File: config.mk
export PLATFORM = sky130hd
export DESIGN_NAME = seq_divider8x4_flat
export DESIGN_NICKNAME = d
export VERILOG_FILES = /design/src/rtl/seq_divider8x4_pkg.sv /design/src/rtl/seq_divider8x4_if.sv /design/src/rtl/seq_divider8x4_div_step.sv /design/src/rtl/seq_divider8x4.sv /design/src/flat_wrapper.sv
export SDC_FILE = /design/constraint.sdc
export NUM_CORES = 1
export LEC_CHECK = 0
export CAP_MARGIN = 20
export CORE_UTILIZATION = 35
export DETAILED_ROUTE_END_ITERATION = 10
export GPL_ROUTABILITY_DRIVEN = 0
export GPL_TIMING_DRIVEN = 0
export SYNTH_ARGS = -nofsm -noshare
export SYNTH_HDL_FRONTEND = slang
export SYNTH_SLANG_ARGS = --single-unit
File: constraint.sdc
create_clock -name clk -period 4.9 [get_ports clk]
set_input_delay 1.47 -clock clk [delete_from_list [all_inputs] [get_ports clk]]
set_output_delay 1.47 -clock clk [all_outputs]
set_load 0.005 [all_outputs]
File: src/rtl/seq_divider8x4_pkg.sv
// Shared types and widths for the sequential 8/4 restoring divider.
// DIVIDEND_W also sets the iteration count, one quotient bit per cycle.
package div_pkg;
  localparam int DIVIDEND_W = 8;
  localparam int DIVISOR_W  = 4;
  localparam int CNT_W      = $clog2(DIVIDEND_W);

  localparam logic [DIVIDEND_W-1:0] QUOT_DZ = '1;
  localparam logic [DIVISOR_W-1:0]  REM_DZ  = '1;

  typedef enum logic [1:0] {
    IDLE = 2'd0,
    CALC = 2'd1,
    DONE = 2'd2
  } state_t;
endpackage

File: src/rtl/seq_divider8x4_if.sv
// Start/busy/done request bus of the divider: operands in, results out.
interface seq_divider8x4_if;
  import div_pkg::*;

  logic                  start;
  logic [DIVIDEND_W-1:0] dividend;
  logic [DIVISOR_W-1:0]  divisor;
  logic                  busy;
  logic                  done;
  logic [DIVIDEND_W-1:0] quotient;
  logic [DIVISOR_W-1:0]  remainder;
  logic                  div_by_zero;

  modport master (
    output start, dividend, divisor,
    input  busy, done, quotient, remainder, div_by_zero
  );

  modport slave (
    input  start, dividend, divisor,
    output busy, done, quotient, remainder, div_by_zero
  );
endinterface

File: src/rtl/seq_divider8x4_div_step.sv
// One combinational restoring step, built on a bitwise ripple-carry subtractor
// so the cell can later be replaced by a reversible implementation.
module div_step
  import div_pkg::*;
(
  input  logic [DIVISOR_W:0]   pr,
  input  logic                 dividend_bit,
  input  logic [DIVISOR_W-1:0] divisor,
  output logic [DIVISOR_W:0]   pr_next,
  output logic                 q_bit
);
  localparam int PW = DIVISOR_W + 1;

  logic [PW-1:0] shifted;
  logic [PW-1:0] sub_b;
  logic [PW-1:0] diff;
  logic [PW:0]   carry;

  assign shifted  = {pr[DIVISOR_W-1:0], dividend_bit};
  assign sub_b    = ~{1'b0, divisor};
  assign carry[0] = 1'b1;

  for (genvar i = 0; i < PW; i++) begin : g_sub
    assign diff[i]    = shifted[i] ^ sub_b[i] ^ carry[i];
    assign carry[i+1] = (shifted[i] & sub_b[i]) | (carry[i] & (shifted[i] ^ sub_b[i]));
  end

  // A set pr MSB means the true shifted value exceeds PW bits, so it always covers the divisor.
  assign q_bit   = pr[DIVISOR_W] | carry[PW];
  assign pr_next = q_bit ? diff : shifted;
endmodule

File: src/rtl/seq_divider8x4.sv
// Sequential restoring divider: FSM, iteration counter and the combined
// dividend/quotient shift register around one div_step cell.
module seq_divider8x4
  import div_pkg::*;
(
  input  logic             clk,
  input  logic             rst_n,
  seq_divider8x4_if.slave  bus
);
  state_t                state, state_nx;
  logic [CNT_W-1:0]      cnt;
  logic [DIVIDEND_W-1:0] dq_sh;
  logic [DIVISOR_W-1:0]  dsr;
  logic [DIVISOR_W:0]    pr;
  logic [DIVISOR_W:0]    step_pr;
  logic                  step_q;
  logic [DIVIDEND_W-1:0] quotient;
  logic [DIVISOR_W-1:0]  remainder;
  logic                  dz;
  logic                  accept;
  logic                  last_step;

  assign accept    = bus.start && (state != CALC);
  assign last_step = (state == CALC) && (cnt == '0);

  div_step u_step (
    .pr           (pr),
    .dividend_bit (dq_sh[DIVIDEND_W-1]),
    .divisor      (dsr),
    .pr_next      (step_pr),
    .q_bit        (step_q)
  );

  always_ff @(posedge clk or negedge rst_n) begin
    if (!rst_n) state <= IDLE;
    else        state <= state_nx;
  end

  always_comb begin
    state_nx = state;
    case (state)
      IDLE, DONE: begin
        if (accept)             state_nx = (bus.divisor == '0) ? DONE : CALC;
        else if (state == DONE) state_nx = IDLE;
      end
      CALC:    if (last_step) state_nx = DONE;
      default: state_nx = IDLE;
    endcase
  end

  // Dividend bits leave at the MSB while quotient bits enter at the LSB.
  always_ff @(posedge clk or negedge rst_n) begin
    if (!rst_n) begin
      cnt       <= '0;
      dq_sh     <= '0;
      dsr       <= '0;
      pr        <= '0;
      quotient  <= '0;
      remainder <= '0;
      dz        <= 1'b0;
    end else if (accept) begin
      cnt   <= CNT_W'(DIVIDEND_W - 1);
      dq_sh <= bus.dividend;
      dsr   <= bus.divisor;
      pr    <= '0;
      dz    <= 1'b0;
      if (bus.divisor == '0) begin
        quotient  <= QUOT_DZ;
        remainder <= REM_DZ;
        dz        <= 1'b1;
      end
    end else if (state == CALC) begin
      cnt   <= cnt - 1'b1;
      pr    <= step_pr;
      dq_sh <= {dq_sh[DIVIDEND_W-2:0], step_q};
      if (last_step) begin
        quotient  <= {dq_sh[DIVIDEND_W-2:0], step_q};
        remainder <= step_pr[DIVISOR_W-1:0];
      end
    end
  end

  assign bus.busy        = (state == CALC);
  assign bus.done        = (state == DONE);
  assign bus.quotient    = quotient;
  assign bus.remainder   = remainder;
  assign bus.div_by_zero = dz;
endmodule

File: src/flat_wrapper.sv
// flat-port wrapper written by rule: the top's interface ports become plain ports
module seq_divider8x4_flat import div_pkg::*;
  (clk, rst_n, bus_start, bus_dividend, bus_divisor, bus_busy, bus_done, bus_quotient, bus_remainder, bus_div_by_zero);
  seq_divider8x4_if bus_i ();
  input  logic clk;
  input  logic rst_n;
  input wire logic [$bits(bus_i.start)-1:0] bus_start;
  input wire logic [$bits(bus_i.dividend)-1:0] bus_dividend;
  input wire logic [$bits(bus_i.divisor)-1:0] bus_divisor;
  output wire logic [$bits(bus_i.busy)-1:0] bus_busy;
  output wire logic [$bits(bus_i.done)-1:0] bus_done;
  output wire logic [$bits(bus_i.quotient)-1:0] bus_quotient;
  output wire logic [$bits(bus_i.remainder)-1:0] bus_remainder;
  output wire logic [$bits(bus_i.div_by_zero)-1:0] bus_div_by_zero;
  assign bus_i.start = bus_start;
  assign bus_i.dividend = bus_dividend;
  assign bus_i.divisor = bus_divisor;
  assign bus_busy = bus_i.busy;
  assign bus_done = bus_i.done;
  assign bus_quotient = bus_i.quotient;
  assign bus_remainder = bus_i.remainder;
  assign bus_div_by_zero = bus_i.div_by_zero;
  seq_divider8x4 u_core (.clk(clk), .rst_n(rst_n), .bus(bus_i));
endmodule
== Yosys cells after proc, flatten, opt, wreduce, memory -nomap -nowiden ==
Cells that the tools add are included.
Word-level totals
  register bits after elaboration: 35
  latch bits: 0
  RAM bits: 0
  memory bits (read-only): 0
  input port bits: 15
  output and inout port bits: 15
  logic and storage cells: 72
  memories: 0
Operators by class
  add/sub/neg operators: 1
  $mul: 0
  div/mod/pow operators: 0
  order comparisons: 0
  equality and inequality tests: 6
  shift-type cells: 0
  multiplexer cells: 21
  bitwise logic cells: 26
  reduce and logical (&&, ||, !) cells: 10
Operators by type and width (count)
  $mux 8: 6
  $mux 4: 4
  $mux 5: 3
  $and 1x1->1: 9
  $xor 1x1->1: 9
  $mux 2: 4
  $mux 3: 2
  $or 1x1->1: 6
  $not 4->5: 1
  $logic_not 4->1: 1
  $ne 2x1->1 const B: 2
  $pmux 2 s2: 1
  $reduce_bool 2->1: 2
  $logic_not 3->1: 1
  $ne 3x2->1 const B: 1
  $reduce_and 3->1: 1
  $sub 3x1->3 const B: 1
  $eq 2x1->1 const B: 1
  $eq 2x2->1 const B: 1
  $logic_and 1x1->1: 2
  $logic_not 2->1: 1
  $ne 2x2->1 const B: 1
  $reduce_and 2->1: 1
  $reduce_or 2->1: 1
  2 further kinds: 2

== Longest topological paths before layout ==
Gate-level depths: netlist (run 1).
  depth after elaboration: 16
  mapped depth: 12
  mapped depth without buffers: 11

== By module ==
From an unflattened synthesis (run 1), not the netlist that was laid out.
Second synthesis, totals
  cells, all modules: 156
  area total of the unflattened synthesis: 1771.7 sq um
By module, submodules not included
  seq_divider8x4: times used 1, cells each 136, area an instance 1576.5 sq um, seq. area each 875.8 sq um
  div_step: times used 1, cells each 20, area an instance 195.2 sq um, seq. area each 0.0 sq um

== Worst setup path after synthesis (run 1) ==
Ideal clock, no wire load.
  kind: flip-flop to flip-flop
  from: register u_core.dq_sh[7]
  to: register u_core.remainder[0] (netlist: u_core.bus.remainder[0])
  library setup time: 0.082 ns
  data arrival time: 2.682 ns
  data required time: 4.818 ns
  setup slack: 2.136 ns
  stages on the path, launching flop included: 13
  path buffers: 1
  clock period less this slack: 2.764 ns
  cells stage by stage: dfrtp_1 -> inv_1 -> ha_1 -> inv_1 -> fa_1 -> fa_1 -> fa_1 -> inv_1 -> ha_1 -> nor2b_1 -> buf_2 -> mux2_2 -> a22oi_2
Between the ends
  cells in the longest elaborated chain, start to end: 15
  elaborated cells on any way between the ends: 17
  classes of those cells: mux: 4; bitwise: 13
Ends and longest elaborated chain
  from (decl): line seq_divider8x4.sv:12  | logic [DIVIDEND_W-1:0] dq_sh;
  from (signal assigned): line seq_divider8x4.sv:63  | dq_sh <= bus.dividend;
  from (signal assigned): line seq_divider8x4.sv:75  | dq_sh <= {dq_sh[DIVIDEND_W-2:0], step_q};
  $and 1x1->1 or $xor 1x1->1 (tied branches): line seq_divider8x4_div_step.sv:25, seq_divider8x4_div_step.sv:24
  $or 1x1->1: line seq_divider8x4_div_step.sv:25  | assign carry[i+1] = (shifted[i] & sub_b[i]) | (carry[i] & (shifted[i] ^ sub_b[i]));
  $and 1x1->1: line seq_divider8x4_div_step.sv:25
  $or 1x1->1: line seq_divider8x4_div_step.sv:25
  $and 1x1->1: line seq_divider8x4_div_step.sv:25
  $or 1x1->1: line seq_divider8x4_div_step.sv:25
  $and 1x1->1: line seq_divider8x4_div_step.sv:25
  $or 1x1->1: line seq_divider8x4_div_step.sv:25
  $and 1x1->1: line seq_divider8x4_div_step.sv:25
  $or 1x1->1: line seq_divider8x4_div_step.sv:25
  $or 1x1->1: line seq_divider8x4_div_step.sv:29  | assign q_bit = pr[DIVISOR_W] | carry[PW];
  $mux 5 *: line seq_divider8x4_div_step.sv:30  | assign pr_next = q_bit ? diff : shifted;
  $mux 4 *: line seq_divider8x4.sv:76  | if (last_step) begin
  $mux 4 *: line seq_divider8x4.sv:72  | end else if (state == CALC) begin
  $mux 4 *: line seq_divider8x4.sv:61  | end else if (accept) begin
  to (signal assigned): line seq_divider8x4.sv:78  | remainder <= step_pr[DIVISOR_W-1:0];
  to (decl): line seq_divider8x4.sv:18  | logic [DIVISOR_W-1:0] remainder;
Every way passes the cells marked *; elsewhere a longest branch is shown, timed or not. The select of a mux whose other input is x is not followed.
A chain may end at the register's enable or synchronous reset.

== Worst setup path in the final report (run 1) ==
  from: register u_core.state[1]
  to: output port bus_busy
Between the ends
  cells in the longest elaborated chain, start to end: 1
Ends and longest elaborated chain
  from (decl): line seq_divider8x4.sv:10  | state_t state, state_nx;
  from (signal assigned): line seq_divider8x4.sv:36  | else state <= state_nx;
  $eq 2x1->1: line seq_divider8x4.sv:83  | assign bus.busy = (state == CALC);
  to (decl): line flat_wrapper.sv:10  | output wire logic [$bits(bus_i.busy)-1:0] bus_busy;
Every way passes these cells.

==> results of run 1 <==
per-layer routing:
layer  global-route usage (%)  part of all wire, %  vias up
li1                         -                    -      591
met1                     20.3                   46      595
met2                     24.6                   49       26
met3                     3.80                  3.2        6
met4                     7.19                  2.1        0
met5                        0                    0        -
state kept, by name, summed over array words and instances (netlist names):
signal / flops
u_core.cnt: 3
u_core.state: 2
u_core.bus.quotient: 8
u_core.pr: 5
u_core.dq_sh: 8
u_core.bus.div_by_zero: 1
u_core.dsr: 4
u_core.bus.remainder: 4
power groups by stage:
| stage | Sequential, uW | Combinational [uW] | Clock (uW) |
|---|---|---|---|
| final | 520 | 644 | 213 |
| after global routing | 540 | 728 | 232 |
| after CTS | 522 | 649 | 216 |
| after detailed placement | 528 | 647 | 0 |
| after global placement | 519 | 626 | 0 |
| after floorplan | 509 | 419 | 0 |
cells by family after synthesis:
kind of cell,count (synthesis)
AO/OA/AOI/OAI,34
adder cells (fa/ha/maj),7
buffers and inverters,20
flip-flops,35
multiplexers,15
AND/OR/NAND/NOR,39
synthesized netlist by cell type (4+ instances only):
cell,number,area share [%]
a2bb2oi_1,7,3.6
nor2b_1,4,1.5
dfrtp_1,35,52
mux2_2,5,3.3
ha_1,4,2.9
mux2i_1,10,5.9
inv_1,11,2.4
nand3_1,4,1.2
buf_2,5,1.5
o21ai_0,12,3.5
nand2_1,12,2.7
nor2_1,12,2.7
area by class of cell:
type                            count  area (um2)  share of cell area (%)
Clock buffer                        5        68.8                    3.23
Clock inverter                      3        20.0                   0.941
Sequential cell                    35         876                    41.2
Timing Repair Buffer               28         275                    12.9
Tap cell                           52        65.1                    3.06
Buffer                              9        62.6                    2.94
Inverter                           11        41.3                    1.94
Multi-Input combinational cell     95         719                    33.8
final timing paths:
kind                            startpoint               to  slack [ns]  cells past startpoint
max                        u_core.state[1]         bus_busy        1.61                      4
min                          u_core.cnt[0]    u_core.cnt[0]        0.48                      1
max reg2reg                u_core.dq_sh[7]     u_core.pr[3]        1.92                     12
min reg2reg                  u_core.cnt[0]    u_core.cnt[0]        0.48                      1
max in group asynchronous            rst_n  u_core.dq_sh[7]        3.16                      1
min in group asynchronous            rst_n    u_core.dsr[3]        1.25                      1
worst max-delay path, stage by stage, from the launching register on:
cell,delay [ns]
dfrtp_1,0.40
nand2b_2,0.24
inv_1,0.13
buf_2,0.23
clkdlybuf4s50_1,0.53
per-stage QoR:
stage / total power (uW) / hold slack (ns) / utilization (%) / instance area (um2)
floorplan: 928 / 0.444 / - / 1700
detailed placement: 1170 / 0.471 / 45.3 / 2040
finish: 1380 / 0.479 / 47.3 / 2130
global placement: 1150 / 0.466 / 45.4 / 2040
global route: 1500 / 0.515 / 47.3 / 2130
CTS: 1390 / 0.482 / 47.3 / 2130
==> key figures, run 1 <==
Run status
  • Outcome: complete, no violations

STA
  • Relative slew slack: 48.5%
  • Worst clock skew: 0.00906 ns
  • RSZ-0062 raised after global routing: false
  • Slew @ Worst Pin: 0.773 ns
  • Tmin final: 3.29 ns
  • Final worst slack: 1.61 ns
  • Max Fclk: 304 MHz
  • Final worst path period share: 67.2%
  • Endpoints failing setup: 0
  • Slew Viols, Final: 0
  • Setup_tns: 0 ns
  • Endpoints failing hold: 0

Pwr
  • Combinational share of power: 46.7%
  • Pwr/cell area: 647 nW/um2
  • Pint: 858 uW
  • Register share of total power: 37.8%
  • Sw Pwr: 520 uW
  • Peak VDD IR: 197 uV
  • Switch share: 37.7%
  • Leak: 0.000930 uW
  • Clock group share of total power: 15.5%

Critical path
  • Max Fanout on Critical Path: 10
  • CP required: 3.43 ns
  • Crit Path Class: reg2out
  • Crit end category: output pin
  • Data arrival, critical path: 1.82 ns
  • Critical Path Source Type: register

Clocking
  • Cts bufs inserted: 5
  • CTS tree: done
  • Clk Latency, worst-skew pair: 0.30 ns
  • Clock tree buffer depth: 2
  • Post CTS Setup Buffer Count: 0
  • Hold buffers post-CTS: 0
  • Post_cts resized: 0
  • # clock sinks: 35
  • Clock-pin slew on the worst setup and hold paths: 0.08 ns
  • H-tree depth: 2
  • Root Buffer: clkbuf_8

Min path
  • Hold Path Class: reg2reg

Synth
  • Synth Area in Compound Gates: 14.4%
  • Seq/Total Area, Yosys: 51.5%
  • Gate Count Post-Synth: 150
  • Mapped Area: 1700 um2
  • Post-synth EDFFs: 0
  • Simple-Gate Fraction of Synth Area: 12.3%
  • Post-Synth XOR/XNOR Area: 0%
  • Post-Syn Area per Cell: 11.3 um2
  • Ys Warns: 0
  • Primary FF master, synth: dfrtp_1
  • Largest family of logic cells by synthesized area: compound AO/OA/AOI/OAI gates
  • Asr flop ratio synth: 100%
  • Net count after synthesis: 172
  • Synth Area in Adders: 6.48%
  • Synth unique cells: 31
  • FF+latch count, synth: 35
  • Post-synthesis mux area share: 9.20%

Route
  • Via density: 5.12
  • # DRC: 0
  • Drt first pass iters: 4
  • Vias: 1218
  • Final ANT Viol Nets: 0
  • DRT Wirelength: 3540 um
  • DR WL/cell: 14.9 um
  • Initial DRC Count: 78

Placed design
  • DP Cell Count: 230
  • Pre-CTS setup slack: 1.92 ns
  • Port Buffers: 28
  • Post-DP HPWL: 2590 um

Global routing
  • Gr usage total: 15.6%
  • Initial antenna violation count: 0
  • Congestion Overflow GR: 0
  • First-pass GRT wire length: 6040 um
  • Largest net degree at the start of global routing: 36
  • Vias in the first global route: 1217

Final layout
  • Layout cells sized above 1: 15.6%
  • Fillers: 407
  • Fin cells: 238
  • Diodes inserted: 0
  • Final net count: 207
  • Most common cell after layout, fill and taps aside: dfrtp_1
  • Most frequent cells in the layout: dfrtp_1 (35), clkdlybuf4s50_1 (27), nor2_1 (12), nand2_1 (12), o21ai_0 (12)
  • Layout Area Growth over Synthesis: 25.3%

Floorplan
  • Die Height: 71.7 um
  • Starting density of the core: 37.7%
  • I/O Pins: 30
  • Standard-cell rows: 24
  • Chip Width: 71.7 um
  • Die ar.: 5140 um2
  • Core Area: 4500 um2

Job
  • Max_cap viols: 0
(Power assumes the default switching activity.)
==> run 2, diff against run 1 <==
- clock period: 4.9 -> 3.2 ns (I/O delays scaled with it)
==> key figures, run 2 (synthesized netlist as in run 1, its figures left out) <==
Run status
  • Outcome: complete, no violations

Global routing
  • Congestion Overflow GR: 0 (unchanged)
  • Vias in the first global route: 1217 (unchanged)
  • Gr usage total: 15.6% (unchanged)
  • Initial antenna violation count: 0 (unchanged)
  • First-pass GRT wire length: 6040 um (unchanged)
  • Largest net degree at the start of global routing: 36 (unchanged)

Route
  • Via density: 5.07 (-0.90%)
  • Initial DRC Count: 77 (-1.3%)
  • Drt first pass iters: 4 (unchanged)
  • Final ANT Viol Nets: 0 (unchanged)
  • DRT Wirelength: 3570 um (+1.1%)
  • # DRC: 0 (unchanged)
  • Vias: 1207 (-0.90%)
  • DR WL/cell: 15.0 um (+1.1%)

Final layout
  • Most common cell after layout, fill and taps aside: dfrtp_1
  • Most frequent cells in the layout: dfrtp_1 (35), clkdlybuf4s50_1 (27), nor2_1 (12), nand2_1 (12), o21ai_0 (12)
  • Final Util: 47.4% (+0.14 points)
  • Layout cells sized above 1: 16.1% (+0.54 points)
  • Final net count: 207 (unchanged)
  • Diodes inserted: 0 (unchanged)
  • Post-route cell area: 2130 um2 (+0.29%)
  • Layout Area Growth over Synthesis: 25.6%
  • Top flop regs: u_core.bus.quotient (8), u_core.dq_sh (8), u_core.pr (5)

Floorplan
  • I/O Pins: 30 (unchanged)
  • Die Height: 71.7 um (unchanged)
  • Core Area: 4500 um2 (unchanged)
  • Starting density of the core: 37.7% (unchanged)
  • Die ar.: 5140 um2 (unchanged)
  • Standard-cell rows: 24 (unchanged)
  • Chip Width: 71.7 um (unchanged)

Critical path
  • Data arrival, critical path: 3.18 ns (+1.36 ns)
  • Crit Path Class: reg2reg
  • CP required: 3.42 ns (about the same)
  • Critical Path Source Type: register
  • Max Fanout on Critical Path: 6 (-4)
  • Crit end category: register
  • Reg2Reg Setup Slack: 0.23 ns (-1.69 ns)

STA
  • Slew @ Worst Pin: 0.768 ns (-0.00523 ns)
  • Relative slew slack: 48.8% (+0.35 points)
  • Endpoints failing setup: 0 (unchanged)
  • Max Fclk: 337 MHz
  • Tmin final: 2.97 ns
  • Slew Viols, Final: 0 (unchanged)
  • Final worst path period share: 92.7%
  • Worst clock skew: 0.00731 ns (-0.00175 ns)
  • Endpoints failing hold: 0 (unchanged)

Clocking
  • Post_cts resized: 0 (unchanged)
  • Hold buffers post-CTS: 0 (unchanged)
  • # clock sinks: 35 (unchanged)
  • Root Buffer: clkbuf_8
  • Clk Latency, worst-skew pair: 0.29 ns (about the same)
  • Post CTS Setup Buffer Count: 0 (unchanged)
  • Cts bufs inserted: 5 (unchanged)
  • Clock tree buffer depth: 2 (unchanged)
  • CTS tree: done
  • Clock-pin slew on the worst setup and hold paths: 0.08 ns (about the same)
  • H-tree depth: 2 (unchanged)

Pwr
  • Peak VDD IR: 357 uV (+81%)
  • Leak: 0.000930 uW (about the same)
  • Pwr/cell area: 1000 nW/um2 (+55%)
  • Total Power: 2140 uW (+56%)

Placed design
  • Port Buffers: 28 (unchanged)
  • Post-DP Area: 2040 um2 (unchanged)
  • Post-DP HPWL: 2590 um (unchanged)

Job
  • Max_cap viols: 0 (unchanged)

Min path
  • Hold Path Class: reg2reg
[run 2: metrics by stage]
stage	TNS [ns]	setup WS, ns	cells	hold slack [ns]
6_report	0	0.232	238	0.478
5_1_grt	-0.000501	-0.000501	238	0.515
4_1_cts	0	0.217	238	0.482
3_5_place_dp	0	0.251	230	0.471
3_3_place_gp	0	0.242	230	0.466
2_1_floorplan	0	0.436	150	0.444
[run 2: area by class of cell]
class / count / area [um2]
Buffer: 9 / 65.1
Clock buffer: 5 / 68.8
Fill cell: 407 / 2370
Inverter: 11 / 41.3
Multi-Input combinational cell: 95 / 723
Sequential cell: 35 / 876
Clock inverter: 3 / 20.0
Timing Repair Buffer: 28 / 275
Tap cell: 52 / 65.1
[run 2: per-layer routing]
metal  global-route usage [%]  vias to the layer above  part of all wire [%]
met5                        0                        -                     0
met4                     7.19                        0                   2.1
met1                     20.3                      590                    45
met2                     24.6                       22                    50
met3                     3.80                        6                   2.9
li1                         -                      589                     -
[run 2: report_power, final]
part	internal (uW)	switching [uW]
clock network	151	172
logic	529	492
registers	655	144
[run 2: final timing paths]
kind | start | endpoint | cells after the start
max in group asynchronous | rst_n | u_core.dsr[1] | 1
max reg2reg | u_core.dq_sh[7] | u_core.bus.remainder[0] | 12
min in group asynchronous | rst_n | u_core.dsr[3] | 1
min reg2reg | u_core.cnt[0] | u_core.cnt[0] | 1
max | u_core.dq_sh[7] | u_core.bus.remainder[0] | 12
min | u_core.cnt[0] | u_core.cnt[0] | 1
[run 2: critical path, stage by stage (launching register included)]
cell      delay [ns]
dfrtp_1         0.39
inv_1           0.07
ha_1            0.15
inv_1           0.05
fa_1            0.37
fa_1            0.38
fa_1            0.36
inv_1           0.06
ha_1            0.17
nor2b_1         0.15
clkbuf_4        0.22
mux2_2          0.38
a22oi_2         0.15
==> run 3, diff against run 2 <==
- HOLD_SLACK_MARGIN: not set -> 0.1
==> results of run 3 <==
No change in the layout: final DEF, timing and power equal those of run 2.
